===== src/rtl/frame_serializer.sv =====
// frame_serializer: word FIFO feeding a start/data/stop serial framer.
// One bit is sent per clk_i cycle on a registered sdata_o, and en_o marks frame bits.
// The head word is popped in the last stop-bit cycle, together with done_o.
// Optional even-parity bit: define FRAME_SERIALIZER_PARITY_EN.
//
// state  | meaning
// IDLE   | line high, waiting for a word in the FIFO
// START  | start bit (0)
// DATA   | DATA_W data bits, LSB or MSB first
// PARITY | even parity of the head word (parity build only)
// STOP   | STOP_BITS stop bits (1), pop on the last one
module frame_serializer #(
  parameter int DATA_W    = 8,
  parameter int DEPTH     = 5,
  parameter int STOP_BITS = 1,
  parameter int MSB_FIRST = 0
) (
  input  logic                       clk_i,
  input  logic                       rst_i,
  input  logic                       en_i,
  input  logic [DATA_W-1:0]          data_i,
  output logic                       busy_o,
  output logic [$clog2(DEPTH+1)-1:0] level_o,
  output logic                       sdata_o,
  output logic                       en_o,
  output logic                       done_o,
  output logic                       ovf_o
);

  localparam int LW = $clog2(DEPTH+1);
  localparam int PW = $clog2(DEPTH);
  localparam int CW = $clog2(DATA_W+1);

  localparam logic [LW-1:0] LVL_FULL  = LW'(DEPTH);
  localparam logic [PW-1:0] PTR_LAST  = PW'(DEPTH-1);
  localparam logic [CW-1:0] DATA_LAST = CW'(DATA_W-1);
  localparam logic [CW-1:0] STOP_LAST = CW'(STOP_BITS-1);

`ifdef FRAME_SERIALIZER_PARITY_EN
  typedef enum logic [2:0] {IDLE, START, DATA, PARITY, STOP} state_t;
`else
  typedef enum logic [2:0] {IDLE, START, DATA, STOP} state_t;
`endif

  state_t              state_q, state_d;
  logic [CW-1:0]       cnt_q, cnt_d;
  logic [DATA_W-1:0]   mem [DEPTH];
  logic [PW-1:0]       wr_ptr_q, rd_ptr_q;
  logic [LW-1:0]       level_q, level_d;
  logic                armed_q;
  logic                sdata_q, en_q, done_q, ovf_q;
  logic                sdata_d, en_d, done_d;
  logic                push, pop;
  logic [DATA_W-1:0]   head, head_sh;

  assign busy_o  = (level_q == LVL_FULL);
  assign level_o = level_q;
  assign sdata_o = sdata_q;
  assign en_o    = en_q;
  assign done_o  = done_q;
  assign ovf_o   = ovf_q;

  assign push = en_i && !busy_o;
  assign pop  = (state_q == STOP) && (cnt_q == STOP_LAST);
  assign head = mem[rd_ptr_q];

  // Next FIFO occupancy; a simultaneous push and pop cancel out.
  always_comb begin
    level_d = level_q;
    if (push && !pop) begin
      level_d = level_q + 1'b1;
    end else if (!push && pop) begin
      level_d = level_q - 1'b1;
    end
  end

  // Word storage; contents need no reset because the pointers define validity.
  always_ff @(posedge clk_i) begin
    if (push) begin
      mem[wr_ptr_q] <= data_i;
    end
  end

  // FIFO pointers, occupancy, launch arming and overflow pulse.
  // armed_q delays the IDLE launch by one cycle after a word becomes visible,
  // which fixes the write-to-start-bit latency at two edges.
  always_ff @(posedge clk_i or posedge rst_i) begin
    if (rst_i) begin
      wr_ptr_q <= '0;
      rd_ptr_q <= '0;
      level_q  <= '0;
      armed_q  <= 1'b0;
      ovf_q    <= 1'b0;
    end else begin
      if (push) begin
        wr_ptr_q <= (wr_ptr_q == PTR_LAST) ? '0 : wr_ptr_q + 1'b1;
      end
      if (pop) begin
        rd_ptr_q <= (rd_ptr_q == PTR_LAST) ? '0 : rd_ptr_q + 1'b1;
      end
      level_q <= level_d;
      armed_q <= (level_q != '0);
      ovf_q   <= en_i && busy_o;
    end
  end

  // Next-state logic; the bit counter restarts on every state entry.
  always_comb begin
    state_d = state_q;
    cnt_d   = cnt_q + 1'b1;
    case (state_q)
      IDLE: begin
        cnt_d = '0;
        if (armed_q && (level_q != '0)) begin
          state_d = START;
        end
      end
      START: begin
        state_d = DATA;
        cnt_d   = '0;
      end
      DATA: begin
        if (cnt_q == DATA_LAST) begin
          cnt_d   = '0;
`ifdef FRAME_SERIALIZER_PARITY_EN
          state_d = PARITY;
`else
          state_d = STOP;
`endif
        end
      end
`ifdef FRAME_SERIALIZER_PARITY_EN
      PARITY: begin
        state_d = STOP;
        cnt_d   = '0;
      end
`endif
      STOP: begin
        if (pop) begin
          cnt_d   = '0;
          state_d = (level_d != '0) ? START : IDLE;
        end
      end
      default: begin
        state_d = IDLE;
        cnt_d   = '0;
      end
    endcase
  end

  // Line outputs for the coming cycle, derived from the next state so that
  // the registered outputs line up with the state they describe.
  always_comb begin
    sdata_d = 1'b1;
    en_d    = 1'b1;
    done_d  = 1'b0;
    head_sh = head >> ((MSB_FIRST != 0) ? (DATA_LAST - cnt_d) : cnt_d);
    case (state_d)
      IDLE:   en_d = 1'b0;
      START:  sdata_d = 1'b0;
      DATA:   sdata_d = head_sh[0];
`ifdef FRAME_SERIALIZER_PARITY_EN
      PARITY: sdata_d = ^head;
`endif
      STOP:   done_d = (cnt_d == STOP_LAST);
      default: en_d = 1'b0;
    endcase
  end

  // State, bit counter and registered line outputs; reset aborts any frame.
  always_ff @(posedge clk_i or posedge rst_i) begin
    if (rst_i) begin
      state_q <= IDLE;
      cnt_q   <= '0;
      sdata_q <= 1'b1;
      en_q    <= 1'b0;
      done_q  <= 1'b0;
    end else begin
      state_q <= state_d;
      cnt_q   <= cnt_d;
      sdata_q <= sdata_d;
      en_q    <= en_d;
      done_q  <= done_d;
    end
  end

endmodule


===== config.mk =====
export PLATFORM = sky130hd
export DESIGN_NAME = frame_serializer
export DESIGN_NICKNAME = d
export VERILOG_FILES = /design/src/rtl/frame_serializer.sv
export SDC_FILE = /design/constraint.sdc
export NUM_CORES = 1
export LEC_CHECK = 0
export CORE_ASPECT_RATIO = 0.8
export CORE_UTILIZATION = 35
export DETAILED_ROUTE_END_ITERATION = 12
export PLACE_DENSITY_LB_ADDON = 0.3
export SKIP_LAST_GASP = 1
export SLEW_MARGIN = 40
export SYNTH_ARGS = -nofsm -noshare
export SYNTH_HDL_FRONTEND = slang
export SYNTH_SLANG_ARGS = --single-unit
export TNS_END_PERCENT = 30

===== constraint.sdc =====
create_clock -name clk_i -period 4.2 [get_ports clk_i]
set_clock_uncertainty 0.05 [all_clocks]
set_input_delay 0.84 -clock clk_i [delete_from_list [all_inputs] [get_ports clk_i]]
set_output_delay 0.84 -clock clk_i [all_outputs]
set_load 0.01 [all_outputs]

## Word level (Yosys, flattened, before mapping)

Memory sizes are Yosys's and may differ from the RTL's.
Cells that the tools add are included.

- Logic and storage cells: 59
- Bits in registers: 21
- Memories kept: 1
- Input port bits: 11
- Memory bits (read-only): 0
- Bits in writable memories: 40
- Bits in latches: 0

- Mux-type cells: 17
- Multipliers: 0
- Equality and inequality tests: 10
- Shifts and indexed selects: 1
- Reduce and logical (&&, ||, !) cells: 15
- Order comparisons: 0
- $add $sub $neg: 5
- Div/mod/pow operators: 0
- Bitwise logic cells: 0

Memory list:

| memory | depth | width | read ports | clocked after memory_dff | wr ports | RTL line | RTL |
|---|---|---|---|---|---|---|---|
| mem | 5 | 8 | 1 | 0 | 1 | 47 | `logic [DATA_W-1:0] mem [DEPTH];` |

Operators by type and width:

| operator | number |
|---|---|
| $mux 3 | 7 |
| $eq 3x2->1 const B | 4 |
| $pmux 3 s4 | 1 |
| $add 3x1->3 const B | 3 |
| $eq 3x3->1 const B | 3 |
| $logic_not 4->1 | 2 |
| $mux 4 | 2 |
| $pmux 4 s2 | 1 |
| $shr 8x4->1 | 1 |
| $eq 3x1->1 const B | 2 |
| $logic_and 1x1->1 | 6 |
| $reduce_bool 3->1 | 2 |
| $mux 1 | 5 |
| $add 4x1->4 const B | 1 |
| $eq 4x3->1 const B | 1 |
| $logic_not 1->1 | 3 |
| $logic_not 3->1 | 1 |
| $reduce_or 3->1 | 1 |
| $sub 3x1->3 const B | 1 |
| $pmux 1 s2 | 1 |

## Logic depth before layout (Yosys ltp)

- Depth in word-level cells: 14
- Gate-level depth with buffers: 11

## Worst setup path before layout

Ideal clock, no wire load.

- Path kind: input port to flip-flop
- Start point: input port en_i
- End point: memory mem[2][0] (enable)
- Data arrival time: 2.018 ns
- Setup time: 0.395 ns
- Setup slack: 1.737 ns
- Data required time: 3.755 ns
- Cell stages on the path: 3
- Cell sequence: a21bo_2 buf_12 nor4_1

- Cells in the longest elaborated chain, start to end: 3

Ends and longest elaborated chain:

| element | RTL line | RTL |
|---|---|---|
| from (decl) | 20 | `input logic en_i,` |
| $logic_and 1x1->1 | 63 | `assign push = en_i && !busy_o;` |
| $mux 1 | 79 | `if (push) begin` |
| $mux 1 (not written as such) | 80 | `mem[wr_ptr_q] <= data_i;` |
| to (decl) | 47 |  |

No other way between the ends.

## Worst setup path in the final report

- Start point: register level_q[1], in the netlist level_o[1]
- End point: output port busy_o

- Cells in the longest elaborated chain, start to end: 1

Ends and longest elaborated chain:

| element | RTL line | RTL |
|---|---|---|
| from (decl) | 49 | `logic [LW-1:0] level_q, level_d;` |
| from (signal assigned) | 101 | `level_q <= level_d;` |
| $eq 3x3->1 | 56 | `assign busy_o = (level_q == LVL_FULL);` |
| to (decl) | 22 | `output logic busy_o,` |

No other way between the ends.

==> run summary <==
* complete, no violations — status
* 103.0 um — die width
* 53 — count of different cell masters after synthesis
* 0.0002548 V — maximum resistive drop on vdd
* 60.48% — worst slew slack as a fraction of its limit
* 9 — total CTS buffers
* 1.57 ns — worst-case register-to-register setup slack
* 0 — Yosys Warn Count
* 0.007910 mm2 — core outline area
* sky130_fd_sc_hd__edfxtp_1 — post-synthesis cell type with the largest combined area
* 371.5 MHz — achievable frequency
* sky130_fd_sc_hd__clkbuf_8 — buffer type at the clock tree root
* 618.4 mW/mm2 — power density of the placed cells
* 766 — filler instances
* 1756 — via count of the routed design
* 2.691 ns — clock period minus final worst setup slack
* flop to flop — type of the worst min-delay path
* 0 — count of maximum capacitance violations
* flop to output pin — crit path kind
* cnt_q[0] — start of the worst register-to-register path
* 29 — site row count
* 64.08% — final period utilization
* built — clock tree from TritonCTS
* 14.57% — fraction of layout instances using a drive strength above 1
* 1.263 nW — Lkg Pwr
* 223 — gate count after technology mapping
* 3.495 mm — estimated wirelength of the detail-placed design
* 36.11% — starting density of the core
* 0 ns — setup TNS
* 8.845 mm — first-pass GRT wire length
* 2 — maximum clock insertion buffer count
* 0 — Hold Violations, Final
* 42.36% — Post-Route Utilization
* 0 — quantity of gates resized following cts
* 14.10% — Global Route Usage Sum
* 61 — register bit total from synthesis
* 1.80 ns — Arrival @ worst endpoint
* 3 — H-Tree Depth
* 71 — initial DRC count
* output pin — CP Capture Type
* 5.207 mm — Routed WL
* flop — startpoint class of the critical path
* sky130_fd_sc_hd__edfxtp_1 — Primary FF master, synth
* 0 — diode count
* 0.07 ns — clock slew seen by the registers of the worst setup and hold paths
* 22 — maximum number of pins on one net before global-route repair
* 0 — final count of pins violating max slew
* 0 — post-detailed-route count of antenna-violating nets
* 18 — count of input and output buffers
* 244 — Post-Synthesis Net Count
* 0 — number of setup buffers added after CTS
* 1.277 ns — pre-CTS setup slack
* level_o[1] — CP startpoint
* 0.5600 ns — worst hold-check slack
* 0 — initial antenna violation count
* 0.008529 mm2 — die footprint
* no — RSZ-0062 raised after global routing
* 0 — residual DRC count
* sky130_fd_sc_hd__edfxtp_1 (42%), sky130_fd_sc_hd__dfrtp_1 (18%), sky130_fd_sc_hd__mux2i_1 (6.3%) — cells taking the most area after synthesis
* 0.7731 — routability cong.
* 0.002856 mm2 — cell area after technology mapping
* 0 — Final Setup Violations
* 40 — Post-synth EDFFs
* 42.05% — share of Yosys cell area claimed by the top area cell type
* 12.81 um2 — Mean Syn Cell Area
* 4.851 — via count normalized by instance count
* 0.34 ns — insertion delay of the later-clocked pin in the worst-skew pair
* 34.43% — Async S/R FF share, synth
* 61 — clk sinks
* 82.80 um — die span in y
* 0 — CTS Hold Buffers Added
* 6 — biggest fanout along the worst timing path
* 0.5897 ns — Least-Margin Pin Slew
* 17.30% — area grow syn2layout
* 4 — first-pass iteration count of the detailed router
* sdata_o — r2r endpoint
* busy_o — worst setup path endpoint
* 60.49% — register area share after synthesis
* 1708 — vias in the first global route
* 19 — Top Ports
* 3.31 ns — data required time at the worst endpoint
* 270 — Post-layout nets
* 8 — Worst Reg2Reg Path Length in Cells
* 14.38 um — mean routed wirelength per cell
* 1.509 ns — worst setup slack after layout
* 0 — leftover overflow at the end of global routing
## cells in the mapped netlist, drive strengths merged, types with 4 or more instances
library cell	count
edfxtp	40
dfrtp	20
mux2i	18
nand2	16
nand3	14
inv	13
nor2	11
ha	10
o21ai	10
a21oi	5
a22oi	5
nor3	5
buf	4
nand2b	4
nor2b	4
nor4	4
## power breakdown
part	leakage, nW	internal (mW)	switching (mW)	total [mW]
logic	0.538	0.300	0.342	0.642
clock network	0.0971	0.279	0.240	0.519
registers	0.628	0.779	0.131	0.911
total	1.26	1.36	0.714	2.07
## cell type report
type | instances | area [um2] | area share (%)
Tap cell | 108 | 135.1 | 4.033
Clock buffer | 10 | 127.6 | 3.809
Multi-Input combinational cell | 142 | 1027 | 30.66
Timing Repair Buffer | 22 | 210.2 | 6.273
Clock inverter | 6 | 72.57 | 2.166
Inverter | 13 | 48.80 | 1.456
Sequential cell | 61 | 1729 | 51.61
## registers in the layout, summed over array words and instances, names as in the netlist
register and cells:
armed_q 1, cnt_q 4, done_o 1, en_o 1
level_o 3, mem 40, ovf_o 1, rd_ptr_q 3
sdata_o 1, state_q 3, wr_ptr_q 3
## kinds of logic (layout without fill, tap and decap cells)
logic type / after synthesis / in the layout / synth area share [%]
simple gates: 74 / 74 / 14.76
flops: 61 / 61 / 60.49
compound gates: 36 / 36 / 9.462
buf+inv: 20 / 51 / 3.548
mux: 18 / 18 / 6.307
fa+ha+maj: 10 / 10 / 4.380
xor+xnor: 3 / 3 / 0.9200
other cells: 1 / 1 / 0.1313
## through the flow
stage	instance area, um2	power [mW]	cells
6_report	3351	2.072	362
5_1_grt	3351	2.218	362
4_1_cts	3351	2.101	362
3_5_place_dp	3151	1.569	346
3_3_place_gp	3149	1.569	346
2_1_floorplan	2856	1.361	223
## worst min-delay path by stage
stage                     start  slack, ns  depth (start not counted)     endpoint
global placement    rd_ptr_q[1]       0.55                          2  rd_ptr_q[1]
detailed placement  rd_ptr_q[1]       0.54                          2  rd_ptr_q[1]
CTS                 wr_ptr_q[2]       0.57                          1  wr_ptr_q[2]
floorplan           rd_ptr_q[1]       0.49                          2  rd_ptr_q[1]
global route         state_q[2]       0.62                          2      sdata_o
finish               level_o[0]       0.56                          1   level_o[0]
## worst max-delay path, stage by stage, from the launching register on
cell and delay (ns):
sky130_fd_sc_hd__dfrtp_1 0.45, sky130_fd_sc_hd__inv_1 0.13, sky130_fd_sc_hd__ha_1 0.22, sky130_fd_sc_hd__and2_1 0.14, sky130_fd_sc_hd__clkdlybuf4s50_1 0.53
## per-layer routing
metal  GRT usage [%]  vias to the layer above  part of all wire (%)  wire length [um]
met5               0                        -                     0                 0
met4           4.481                        0                   1.4                71
met3           5.219                       10                   4.3               225
met2           20.24                       34                    44              2299
met1           19.69                      831                    50              2611
li1                -                      881                     -                 -
## cells in the final DEF (no fill, tap or decap), types with 2 or more instances in the layout
cell,netlist,final
sky130_fd_sc_hd__a211oi_1,2,2
sky130_fd_sc_hd__a21oi_1,4,4
sky130_fd_sc_hd__a22oi_1,4,4
sky130_fd_sc_hd__and2_1,2,2
sky130_fd_sc_hd__and4_2,2,2
sky130_fd_sc_hd__buf_4,0,4
sky130_fd_sc_hd__clkbuf_8,0,9
sky130_fd_sc_hd__clkdlybuf4s50_1,0,18
sky130_fd_sc_hd__clkinv_4,0,3
sky130_fd_sc_hd__dfrtp_1,20,19
sky130_fd_sc_hd__edfxtp_1,40,40
sky130_fd_sc_hd__ha_1,10,10
sky130_fd_sc_hd__inv_1,13,12
sky130_fd_sc_hd__mux2i_1,18,18
sky130_fd_sc_hd__nand2_1,15,15
sky130_fd_sc_hd__nand2b_1,4,4
sky130_fd_sc_hd__nand3_1,14,14
sky130_fd_sc_hd__nor2_1,11,11
sky130_fd_sc_hd__nor2b_1,4,4
sky130_fd_sc_hd__nor3_1,4,4
sky130_fd_sc_hd__nor3b_1,2,2
sky130_fd_sc_hd__nor4_1,4,4
sky130_fd_sc_hd__o211ai_1,2,2
sky130_fd_sc_hd__o21ai_0,10,10
sky130_fd_sc_hd__xnor2_1,3,3
No activity file was read; power rests on OpenSTA's default activity.
